File: config.mk
export PLATFORM = sky130hd
export DESIGN_NAME = cache_snoop_ctrl
export DESIGN_NICKNAME = d
export VERILOG_FILES = /design/src/rtl/cache_snoop_ctrl.sv
export SDC_FILE = /design/constraint.sdc
export NUM_CORES = 1
export LEC_CHECK = 0
export CAP_MARGIN = 10
export CORE_MARGIN = 5
export CORE_UTILIZATION = 48
export DETAILED_ROUTE_END_ITERATION = 10
export PLACE_DENSITY = 0.75
export SLEW_MARGIN = 20
export SYNTH_ARGS = -nofsm -noshare
export SYNTH_HDL_FRONTEND = slang
export SYNTH_SLANG_ARGS = --single-unit
File: constraint.sdc
create_clock -name SCLK -period 3.65 [get_ports SCLK]
set_input_delay 0.5475 -clock SCLK [delete_from_list [all_inputs] [get_ports SCLK]]
set_output_delay 0.5475 -clock SCLK [all_outputs]
set_load 0.01 [all_outputs]
File: src/rtl/cache_snoop_ctrl.sv
// Direct-mapped MSI write-back cache controller with bus request/grant handshake and peer snoop.
// Build option PERF_CNT_EN adds saturating HIT_CNT / MISS_CNT lookup counters.
module cache_snoop_ctrl #(
    parameter int ADDR_W = 8,
    parameter int DATA_W = 8,
    parameter int IDX_W  = 2
) (
    input  logic              SCLK,
    input  logic              SRST,
    input  logic              CPU_REQ,
    input  logic              CPU_WE,
    input  logic [ADDR_W-1:0] CPU_ADDR,
    input  logic [DATA_W-1:0] CPU_WDATA,
    output logic [DATA_W-1:0] CPU_RDATA,
    output logic              CPU_ACK,
    output logic              PLCK,
    input  logic              SLCK,
    output logic              BUS_VALID,
    output logic [1:0]        BUS_OP,
    output logic [ADDR_W-1:0] BUS_ADDR,
    output logic [DATA_W-1:0] BUS_WDATA,
    input  logic [DATA_W-1:0] BUS_RDATA,
    input  logic              BUS_ACK,
    input  logic              SNP_VALID,
    input  logic [1:0]        SNP_OP,
    input  logic [ADDR_W-1:0] SNP_ADDR,
    output logic              PHIT,
    output logic              PHITM
`ifdef PERF_CNT_EN
    ,
    output logic [15:0]       HIT_CNT,
    output logic [15:0]       MISS_CNT
`endif
);

    localparam int LINES = 1 << IDX_W;
    localparam int TAG_W = ADDR_W - IDX_W;

    typedef enum logic [1:0] {LS_I = 2'b00, LS_S = 2'b01, LS_M = 2'b11} line_t;
    typedef enum logic [2:0] {ST_IDLE, ST_LOOKUP, ST_REQ, ST_WB, ST_FILL, ST_DONE} state_t;

    line_t             line_st   [LINES];
    logic [TAG_W-1:0]  line_tag  [LINES];
    logic [DATA_W-1:0] line_data [LINES];

    state_t            state_q, state_d;
    logic [ADDR_W-1:0] req_addr;
    logic              req_we;
    logic [DATA_W-1:0] req_wdata;
    logic [IDX_W-1:0]  req_idx, snp_idx;
    logic [TAG_W-1:0]  req_tag, snp_tag;

    logic              snp_hit;
    line_t             snp_cur, snp_next, eff_st;
    logic              tag_match, lookup_hit, victim_wb;
    logic [DATA_W-1:0] done_data;

    assign req_idx = req_addr[IDX_W-1:0];
    assign req_tag = req_addr[ADDR_W-1:IDX_W];
    assign snp_idx = SNP_ADDR[IDX_W-1:0];
    assign snp_tag = SNP_ADDR[ADDR_W-1:IDX_W];

    // Peer snoop: only BusRd / BusRdX on a valid matching line count as hits
    always_comb begin
        snp_cur  = line_st[snp_idx];
        snp_next = snp_cur;
        snp_hit  = 1'b0;
        if (SNP_VALID && snp_cur != LS_I && line_tag[snp_idx] == snp_tag &&
            (SNP_OP == 2'b00 || SNP_OP == 2'b01)) begin
            snp_hit = 1'b1;
            if (SNP_OP == 2'b01)
                snp_next = LS_I;
            else if (snp_cur == LS_M)
                snp_next = LS_S;
        end
    end

    // Local decisions see the line as it will be after this cycle's snoop
    always_comb begin
        eff_st     = (snp_hit && snp_idx == req_idx) ? snp_next : line_st[req_idx];
        tag_match  = (line_tag[req_idx] == req_tag);
        lookup_hit = tag_match && (req_we ? (eff_st == LS_M) : (eff_st != LS_I));
        victim_wb  = (eff_st == LS_M) && !tag_match;
    end

    always_comb begin
        state_d = state_q;
        case (state_q)
            ST_IDLE:   if (CPU_REQ) state_d = ST_LOOKUP;
            ST_LOOKUP: state_d = lookup_hit ? ST_DONE : ST_REQ;
            ST_REQ:    if (!SLCK) state_d = victim_wb ? ST_WB : ST_FILL;
            ST_WB:     if (BUS_ACK) state_d = ST_FILL;
            ST_FILL:   if (BUS_ACK) state_d = ST_DONE;
            ST_DONE:   state_d = ST_IDLE;
            default:   state_d = ST_IDLE;
        endcase
    end

    always_comb begin
        BUS_OP    = 2'b00;
        BUS_ADDR  = '0;
        BUS_WDATA = '0;
        if (state_q == ST_WB) begin
            BUS_OP    = 2'b10;
            BUS_ADDR  = {line_tag[req_idx], req_idx};
            BUS_WDATA = line_data[req_idx];
        end else if (state_q == ST_FILL) begin
            BUS_OP   = {1'b0, req_we};
            BUS_ADDR = req_addr;
        end
    end

    always_comb begin
        if (state_q == ST_FILL)
            done_data = req_we ? req_wdata : BUS_RDATA;
        else
            done_data = req_we ? req_wdata : line_data[req_idx];
    end

    assign CPU_ACK = (state_q == ST_DONE);
    assign PLCK    = (state_q == ST_REQ) || (state_q == ST_WB) || (state_q == ST_FILL);

    always_ff @(posedge SCLK or negedge SRST) begin
        if (!SRST) begin
            state_q   <= ST_IDLE;
            BUS_VALID <= 1'b0;
            PHIT      <= 1'b0;
            PHITM     <= 1'b0;
            CPU_RDATA <= '0;
            for (int i = 0; i < LINES; i++)
                line_st[i] <= LS_I;
        end else begin
            state_q   <= state_d;
            BUS_VALID <= (state_d == ST_WB && state_q != ST_WB) ||
                         (state_d == ST_FILL && state_q != ST_FILL);
            PHIT      <= snp_hit;
            PHITM     <= snp_hit && (snp_cur == LS_M);
            if (snp_hit)
                line_st[snp_idx] <= snp_next;
            // Local update lands after the snoop so a same-cycle install wins
            if (state_q == ST_LOOKUP && lookup_hit && req_we)
                line_st[req_idx] <= LS_M;
            if (state_q == ST_FILL && BUS_ACK)
                line_st[req_idx] <= req_we ? LS_M : LS_S;
            if (state_d == ST_DONE && state_q != ST_DONE)
                CPU_RDATA <= done_data;
        end
    end

    always_ff @(posedge SCLK) begin
        if (state_q == ST_IDLE && CPU_REQ) begin
            req_addr  <= CPU_ADDR;
            req_we    <= CPU_WE;
            req_wdata <= CPU_WDATA;
        end
        if (state_q == ST_LOOKUP && lookup_hit && req_we)
            line_data[req_idx] <= req_wdata;
        if (state_q == ST_FILL && BUS_ACK) begin
            line_tag[req_idx]  <= req_tag;
            line_data[req_idx] <= done_data;
        end
    end

`ifdef PERF_CNT_EN
    function automatic logic [15:0] sat_inc(input logic [15:0] v);
        return (v == 16'hFFFF) ? v : v + 16'd1;
    endfunction

    always_ff @(posedge SCLK or negedge SRST) begin
        if (!SRST) begin
            HIT_CNT  <= '0;
            MISS_CNT <= '0;
        end else if (state_q == ST_LOOKUP) begin
            if (lookup_hit)
                HIT_CNT <= sat_inc(HIT_CNT);
            else
                MISS_CNT <= sat_inc(MISS_CNT);
        end
    end
`endif

endmodule

==> flow_summary_export.csv, run 1 <==
group,metric,value,unit
synthesis,syn_avg_cell_area,15.3,sq um
sta,setup_violations,0,
sta,skew,0.0123,ns
cells_and_area,num_antenna_cells,0,
sta,rsz0062_at_grt,"false",
floorplan,die_area,11500,sq um
worst_setup_path,rr_worst_depth,9,
synthesis,synthArstFlopShare,22.7,%
grt,grt_pass1_vias,3122,
sta,finalHoldViolations,0,
floorplan,pin_count,72,
sta,fmax,0.299,GHz
sta,finalMaxSlewViolations,0,
grt,gr-total-overflow,0,
routing,drc_errors,0,
worst_setup_path,crit_path_end_kind,"flip-flop",
synthesis,synth_top_family_by_area,"multiplexers",
worst_setup_path,path_max_fanout,8,
cells_and_area,fill_cells,687,
pwr,power,3340,uW
floorplan,fp.dieW,107,microns
synthesis,synthCells,298,
sta,period_minus_slack,3.34,ns
routing,first_pass_iters,4,
worst_setup_path,cp-start-kind,"primary input",
routing,drt_wl_total,10.4,mm
cells_and_area,final_cell_mix,"edfxtp_1 (73), clkdlybuf4s50_1 (70), buf_4 (29), dfrtp_1 (22), o21ai_0 (21)",
floorplan,initial_utilization,49.3,%
cells_and_area,layout_commonest_cell,"edfxtp_1",
clock_tree,ctsResizeCount,0,
sta,hold_slack,0.154,ns
synthesis,synth_edf_count,73,
grt,grtUsageTotal,18.6,%
sta,setup_tns,0,ns
clock_tree,cts_hold_buffers,0,
synthesis,synth.top_cell.area_share,48.1,%
synthesis,synth-xor-area-share,2.69,%
clock_tree,post_cts_buffers,0,
floorplan,coreArea,9240,sq um
synthesis,synth_compound_area_share,5.74,%
floorplan,rows,35,
clock_tree,cts-htree-levels,3,
synthesis,synth-simple-area-share,8.48,%
grt,grt_start_max_net_pins,23,
grt,antenna_found_initial,0,
clock_tree,clock_latency,0.36,ns
synthesis,synthAdderAreaFrac,0,%
routing,via_per_inst,5.60,
pwr,seqPwrFrac,45.4,%
sta,fin_ws,0.309,ns
place,dpl_worst_slack,-0.0597,ns
min_path,hold_class,"in -> async",
pwr,power_density,576,nW/um^2
worst_setup_path,r2r_slack,0.51,ns
sta,period_share,91.5,%
clock_tree,clk_path_buf_depth,2,
clock_tree,path_clk_slew,0.10,ns
synthesis,synth_area_leaders,"edfxtp_1 (48%), dfrtp_1 (12%), mux4_2 (8.9%)",
synthesis,yosys_warnings,0,
worst_setup_path,reg2reg_to,"line_data[0][4]",
clock_tree,cts_made_buffers,9,
cells_and_area,drive_above_1_share,23.1,%
synthesis,synth_area,4560,sq um
sta,tightest_slew,0.686,ns
run,maxCapViolations,0,
place,io_buffers,71,
status,status,"completed",
pwr,p_switching,1070,uW
synthesis,ys_ff_latch,97,
synthesis,synth_area_leader_cell,"edfxtp_1",
pwr,swShare,32.1,%
cells_and_area,nets,435,
clock_tree,clock_sinks,97,
pwr,p_clk_share,19.9,%
cells_and_area,utilization,62.7,%
floorplan,die_h,107,microns
pwr,combinationalPowerShare,34.8,%
synthesis,synth_mux_area_share,20.4,%
synthesis,ys_types,42,
pwr,cellLeakagePower,0.00204,uW
synthesis,yosys_most_used_dff,"edfxtp_1",
grt,grt_pass1_wl,16.3,mm
cells_and_area,area_growth,27.1,%
routing,wl_per_cell,19.7,microns
synthesis,syn_nets,339,
routing,drt-initial-drc-count,169,
worst_setup_path,critPathRequiredTime,3.72,ns
synthesis,yosysSeqAreaShare,61.0,%
routing,vias,2955,
pwr,ir_drop,0.000285,V
pwr,internal_power,2270,uW
clock_tree,cts_tree,"done",
place,gp_congestion,0.813,
worst_setup_path,cp_data_arrival_time,3.41,ns
sta,maxSlewHeadroom,54.1,%
place,hpwl,7.54,mm
routing,ant_nets,0,
worst_setup_path,criticalPathCategory,"in -> reg",
clock_tree,cts-root-buf,"clkbuf_8",
==> power groups by stage <==
stage / logic (uW) / registers, uW / clock network [uW]
CTS: 1170 / 1520 / 678
finish: 1160 / 1510 / 663
detailed placement: 1160 / 1540 / 0
global route: 1240 / 1540 / 728
floorplan: 677 / 1510 / 0
global placement: 1140 / 1530 / 0
==> state kept, by name, summed over array words and instances, names as in the netlist, named ones only <==
name	count
line_data	32
line_tag	24
CPU_RDATA	8
line_st	8
req_addr	8
req_wdata	8
state_q	3
BUS_VALID	1
PHIT	1
PHITM	1
req_we	1
==> kinds of logic (layout without fill, tap and decap cells) <==
| logic type | count (synthesis) | in the layout |
|---|---|---|
| AOI/OAI and AO/OA | 40 | 40 |
| xor gates and xnor gates | 14 | 14 |
| buffers and inverters | 18 | 119 |
| DFF | 97 | 97 |
| muxes | 58 | 58 |
| and+or+nand+nor | 71 | 71 |
==> per-layer routing <==
| metal | share of wire, % | GRT usage, % | vias up |
|---|---|---|---|
| met3 | 5.1 | 3.78 | 15 |
| met2 | 52 | 31.9 | 81 |
| met5 | 0 | 0 | - |
| met4 | 1.6 | 5.41 | 0 |
| met1 | 41 | 24.0 | 1497 |
| li1 | - | - | 1362 |
==> synth_stat cells (all sizes together) (5+ instances only) <==
cell type	number
a22o	7
and3	9
buf	5
clkbuf	11
dfrtp	22
edfxtp	73
mux2	20
mux2i	14
mux4	24
nand2	17
nor2	12
nor3	7
o21ai	22
xnor2	10
==> cell type report <==
| class | instances | area, sq um | area share (%) |
|---|---|---|---|
| repair buffers | 101 | 943 | 16.3 |
| clock buffers | 9 | 124 | 2.14 |
| flip-flops and latches | 97 | 2780 | 48.0 |
| multi-input cells | 183 | 1710 | 29.5 |
| well taps | 129 | 161 | 2.79 |
| clock inverters | 7 | 63.8 | 1.10 |
| inverters | 2 | 7.51 | 0.130 |
==> stage by stage <==
step	cell area, sq um	instances
final	5790	528
after global routing	5790	528
after CTS	5800	528
after detailed placement	5610	512
after global placement	5610	512
after floorplan	4560	298
==> worst max-delay path by stage <==
stage	to	slack (ns)	start	cells past startpoint
floorplan	line_data[0][0]	0.26	flip-flop	8
global placement	line_data[0][3]	-0.02	SNP_ADDR[0]	12
detailed placement	line_data[0][3]	-0.06	SNP_ADDR[0]	12
CTS	line_data[0][6]	0.31	SNP_ADDR[0]	12
global route	line_data[0][6]	0.16	SNP_ADDR[0]	12
finish	line_data[0][4]	0.31	SNP_ADDR[0]	12
==> worst max-delay path: stages <==
cell	delay (ns)
clkdlybuf4s50_1	0.53
buf_4	0.16
buf_12	0.11
mux4_1	0.56
xnor2_1	0.14
nand4_1	0.15
nor3_2	0.09
buf_4	0.14
or2_2	0.29
o31a_1	0.31
nor3_1	0.16
buf_4	0.21
Note: power is estimated with default switching activity, not from simulation.
==> run 2, diff against run 1 <==
Settings changed: CORE_ASPECT_RATIO set to 0.5.
==> flow_summary_export.csv, run 2 (synthesis gave the netlist of run 1 again) <==
group,metric,value,unit
status,status,"completed",
cells_and_area,num_antenna_cells,0,
pwr,cellLeakagePower,0.00208,uW
routing,drt_wl_total,10.6,mm
place,io_buffers,71,
worst_setup_path,criticalPathCategory,"in -> reg",
worst_setup_path,critPathRequiredTime,3.87,ns
worst_setup_path,path_max_fanout,3,
routing,drt-initial-drc-count,216,
worst_setup_path,critPathBufInv,2,
worst_setup_path,cp_slowest_cell,"mux4_1",
cells_and_area,final_area,5870,sq um
grt,gr-total-overflow,0,
clock_tree,cts-root-buf,"clkbuf_16",
floorplan,die_h,78.9,microns
sta,hold_slack,0.178,ns
routing,via_per_inst,5.71,
pwr,ir_drop,0.000281,V
min_path,hold_class,"in -> async",
clock_tree,clock_latency,0.34,ns
clock_tree,cts_hold_buffers,0,
place,hpwl,7.77,mm
cells_and_area,drive_above_1_share,22.1,%
sta,period_share,93.9,%
worst_setup_path,crit_path_end_kind,"flip-flop",
floorplan,initial_utilization,48.7,%
worst_setup_path,cp-start-kind,"primary input",
worst_setup_path,path_delay_family,"simple AND/OR/NAND/NOR gates",
sta,setup_violations,0,
cells_and_area,regMostFlops,"line_data",
grt,grtUsageTotal,19.4,%
clock_tree,post_cts_buffers,0,
place,gp_congestion,0.868,
cells_and_area,area_growth,28.8,%
cells_and_area,largest_reg_flops,32,
routing,first_pass_iters,5,
sta,rsz0062_at_grt,"false",
clock_tree,cts-htree-levels,3,
grt,grt_pass1_vias,3121,
clock_tree,ctsResizeCount,0,
clock_tree,cts_made_buffers,9,
sta,skew,0.00846,ns
grt,antenna_found_initial,0,
pwr,power_density,628,nW/um^2
cells_and_area,utilization,62.8,%
worst_setup_path,cp_data_arrival_time,3.65,ns
sta,fmax,0.292,GHz
grt,grt_start_max_net_pins,23,
worst_setup_path,r2r_slack,0.52,ns
clock_tree,cts_tree,"done",
cells_and_area,nets,430,
sta,finalMaxSlewViolations,0,
sta,finalHoldViolations,0,
sta,period_minus_slack,3.43,ns
clock_tree,path_clk_slew,0.07,ns
floorplan,rows,25,
worst_setup_path,max_stage_delay,0.59,ns
routing,vias,2940,
run,maxCapViolations,0,
routing,drc_errors,0,
sta,tightest_slew,0.694,ns
clock_tree,clk_path_buf_depth,2,
sta,maxSlewHeadroom,53.6,%
place,placed_area,5550,sq um
cells_and_area,top_regs,"line_data: 32 flops, line_tag: 24 flops",
floorplan,pin_count,72,
floorplan,die_area,11700,sq um
clock_tree,clock_sinks,97,
pwr,power,3690,uW
cells_and_area,fill_cells,681,
floorplan,coreArea,9350,sq um
floorplan,fp.dieW,148,microns
routing,ant_nets,0,
cells_and_area,layout_commonest_cell,"edfxtp_1",
grt,grt_pass1_wl,17.2,mm
cells_and_area,final_cell_mix,"edfxtp_1 (73), clkdlybuf4s50_1 (70), buf_4 (25), dfrtp_1 (22), o21ai_0 (21)",
routing,wl_per_cell,20.5,microns
worst_setup_path,crit_chain,"clkdlybuf4s50_1 -> mux4_1 -> xor2_1 -> or4_4 -> nor3_2 -> mux2i_1 -> buf_4 -> o21ai_4 -> or4_1",
==> run 2: cell count changes in the layout (fill, tap and decap cells not counted) <==
cell,before,now
clkinv_2,0,1
clkinvlp_4,2,1
buf_12,1,0
bufinv_16,0,2
inv_6,0,1
buf_4,29,25
clkbuf_8,9,1
clkinv_4,3,1
clkbuf_16,0,9
inv_8,2,0
==> run 2: power by group <==
part | total [uW] | switching, uW | internal, uW | leakage [uW]
clock | 1020 | 399 | 621 | 0.000159
combinational | 1110 | 510 | 601 | 0.000979
sequential | 1560 | 168 | 1390 | 0.000946
total | 3690 | 1080 | 2610 | 0.00208
==> run 2: layout make-up <==
type	instances	area [sq um]	area share (%)
Clock buffer	10	239	4.07
Timing Repair Buffer	96	893	15.2
Tap cell	121	151	2.58
Multi-Input combinational cell	183	1710	29.1
Sequential cell	97	2780	47.4
Clock inverter	6	90.1	1.53
Inverter	2	7.51	0.128
==> run 2: path summary, 6_finish.rpt <==
check / start / depth (start not counted) / end
hold reg to reg: CPU_RDATA[0] / 1 / CPU_RDATA[0]
hold / removal: SRST / 1 / BUS_VALID
setup / recovery: SNP_ADDR[0] / 9 / state_q[0]
max in group asynchronous: SRST / 1 / CPU_RDATA[5]
setup reg to reg: flip-flop / 8 / line_data[0][1]
min in group SCLK: CPU_RDATA[0] / 1 / CPU_RDATA[0]
==> run 2: worst reg2reg max path: cells and delay by family, from the launching register on <==
family,cells,cell delay [ns]
AO/OA/AOI/OAI,1,0.37
buffers and inverters,1,0.21
AND/OR/NAND/NOR,4,0.86
flip-flops,1,0.60
multiplexers,1,0.60
XOR/XNOR,1,0.20
==> run 2: per-stage QoR <==
| step | std cells | setup slack [ns] | TNS, ns |
|---|---|---|---|
| after floorplan | 298 | 0.255 | 0 |
| after global placement | 499 | -0.0109 | -0.0109 |
| after detailed placement | 499 | -0.0777 | -1.01 |
| after CTS | 515 | 0.277 | 0 |
| after global routing | 515 | 0.106 | 0 |
| final | 515 | 0.222 | 0 |
==> run 2: metal layers <==
layer  global-route usage [%]  wire [microns]  vias up
met2                     33.0            5320      106
met1                     25.1            4410     1474
met4                     4.24             105        0
met5                        0               0        -
li1                         -               -     1347
met3                     5.82             744       13
==> run 3, diff against run 2 <==
Settings changed: CORE_MARGIN 5 to unset.
==> flow_summary_export.csv, run 3 (synthesis gave the netlist of run 1 again) <==
group,metric,value,unit
status,status,"completed",
worst_setup_path,rr_worst_depth,8,
clock_tree,path_clk_slew,0.07,ns
sta,finalMaxSlewViolations,0,
worst_setup_path,cp-start-kind,"primary input",
grt,grt_pass1_vias,3145,
floorplan,initial_utilization,51.0,%
grt,antenna_found_initial,0,
sta,setup_violations,0,
sta,period_minus_slack,3.43,ns
worst_setup_path,reg2reg_to,"line_data[0][1]",
worst_setup_path,crit_path_end_kind,"flip-flop",
floorplan,die_area,9920,sq um
clock_tree,post_cts_buffers,0,
run,maxCapViolations,0,
routing,via_per_inst,5.85,
routing,ant_nets,0,
worst_setup_path,path_max_fanout,3,
worst_setup_path,critPathRequiredTime,3.86,ns
sta,hold_slack,0.177,ns
worst_setup_path,crit_start,"SNP_ADDR[0]",
routing,drt-initial-drc-count,183,
cells_and_area,area_growth,28.8,%
place,gp_congestion,0.885,
clock_tree,clock_sinks,97,
cells_and_area,nets,430,
grt,gr-total-overflow,0,
floorplan,rows,24,
worst_setup_path,cp_data_arrival_time,3.64,ns
cells_and_area,regMostFlops,"line_data",
sta,maxSlewHeadroom,55.6,%
routing,first_pass_iters,4,
place,hpwl,7.63,mm
clock_tree,clock_latency,0.34,ns
clock_tree,cts_tree,"done",
clock_tree,cts_made_buffers,9,
floorplan,pin_count,72,
cells_and_area,layout_commonest_cell,"edfxtp_1",
min_path,hold_class,"in -> async",
sta,skew,0.00526,ns
pwr,power_density,630,nW/um^2
place,io_buffers,71,
floorplan,coreArea,8950,sq um
pwr,cellLeakagePower,0.00208,uW
sta,rsz0062_at_grt,"false",
sta,fmax,0.292,GHz
cells_and_area,utilization,65.6,%
grt,grt_start_max_net_pins,23,
clock_tree,cts_hold_buffers,0,
floorplan,fp.dieW,140,microns
routing,vias,2991,
clock_tree,ctsResizeCount,0,
cells_and_area,fill_cells,629,
routing,wl_per_cell,21.1,microns
worst_setup_path,r2r_slack,0.46,ns
sta,fin_ws,0.220,ns
routing,drt_wl_total,10.8,mm
sta,finalHoldViolations,0,
cells_and_area,top_regs,"line_data: 32 flops, line_tag: 24 flops",
cells_and_area,drive_above_1_share,22.1,%
pwr,ir_drop,0.000378,V
grt,grt_pass1_wl,17.0,mm
worst_setup_path,criticalPathCategory,"in -> reg",
clock_tree,cts-htree-levels,3,
grt,grtUsageTotal,23.4,%
floorplan,die_h,70.9,microns
cells_and_area,num_antenna_cells,0,
place,dpl_worst_slack,-0.104,ns
sta,period_share,94.0,%
cells_and_area,largest_reg_flops,32,
routing,drc_errors,0,
cells_and_area,final_cell_mix,"edfxtp_1 (73), clkdlybuf4s50_1 (70), buf_4 (25), dfrtp_1 (22), o21ai_0 (21)",
clock_tree,cts-root-buf,"clkbuf_16",
clock_tree,clk_path_buf_depth,2,
sta,tightest_slew,0.666,ns
==> run 3: cell count changes in the layout (fill, tap and decap cells not counted) <==
cell / delta
clkinvlp_4: +2
clkinv_2: -1
inv_6: -1
==> run 3: worst max path at each step <==
stage | end | slack (ns) | cells past startpoint
6_report | state_q[0] | 0.22 | 9
5_1_grt | line_data[3][2] | 0.09 | 11
4_1_cts | line_data[0][6] | 0.22 | 11
3_5_place_dp | line_data[0][4] | -0.10 | 11
3_3_place_gp | line_data[0][7] | -0.008 | 11
2_1_floorplan | line_data[0][0] | 0.26 | 8
==> run 3: routing by layer <==
metal,part of all wire [%],vias up,global-route usage [%]
li1,-,1354,-
met1,43,1516,30.6
met2,49,113,39.2
met3,6.6,8,5.01
met4,1.0,0,9.04
met5,0,-,0
==> run 3: per-stage QoR <==
| step | std cells | power (uW) | TNS [ns] | cell area [sq um] |
|---|---|---|---|---|
| after floorplan | 298 | 2190 | 0 | 4560 |
| after global placement | 495 | 2660 | -0.0676 | 5550 |
| after detailed placement | 495 | 2700 | -3.03 | 5550 |
| after CTS | 511 | 3720 | 0 | 5880 |
| after global routing | 511 | 3870 | 0 | 5870 |
| final | 511 | 3700 | 0 | 5870 |
==> run 3: final cells by class <==
type	count	area, sq um	area share, %
Timing Repair Buffer	96	893	15.2
Tap cell	117	146	2.49
Multi-Input combinational cell	183	1710	29.1
Inverter	2	7.51	0.128
Clock buffer	10	239	4.07
Sequential cell	97	2780	47.4
Clock inverter	6	91.3	1.56
==> run 3: critical path, cell delays in order <==
cell             delay, ns
clkdlybuf4s50_1       0.53
mux4_1                0.58
xor2_1                0.16
or4_4                 0.50
nor3_2                0.32
mux2i_1               0.24
buf_4                 0.16
o21ai_4               0.05
or4_1                 0.55
==> run 3: power breakdown <==
group | total, uW | switching (uW) | leakage, uW | internal (uW)
clock | 1020 | 400 | 0.000151 | 620
combinational | 1110 | 511 | 0.000979 | 600
sequential | 1570 | 176 | 0.000946 | 1390
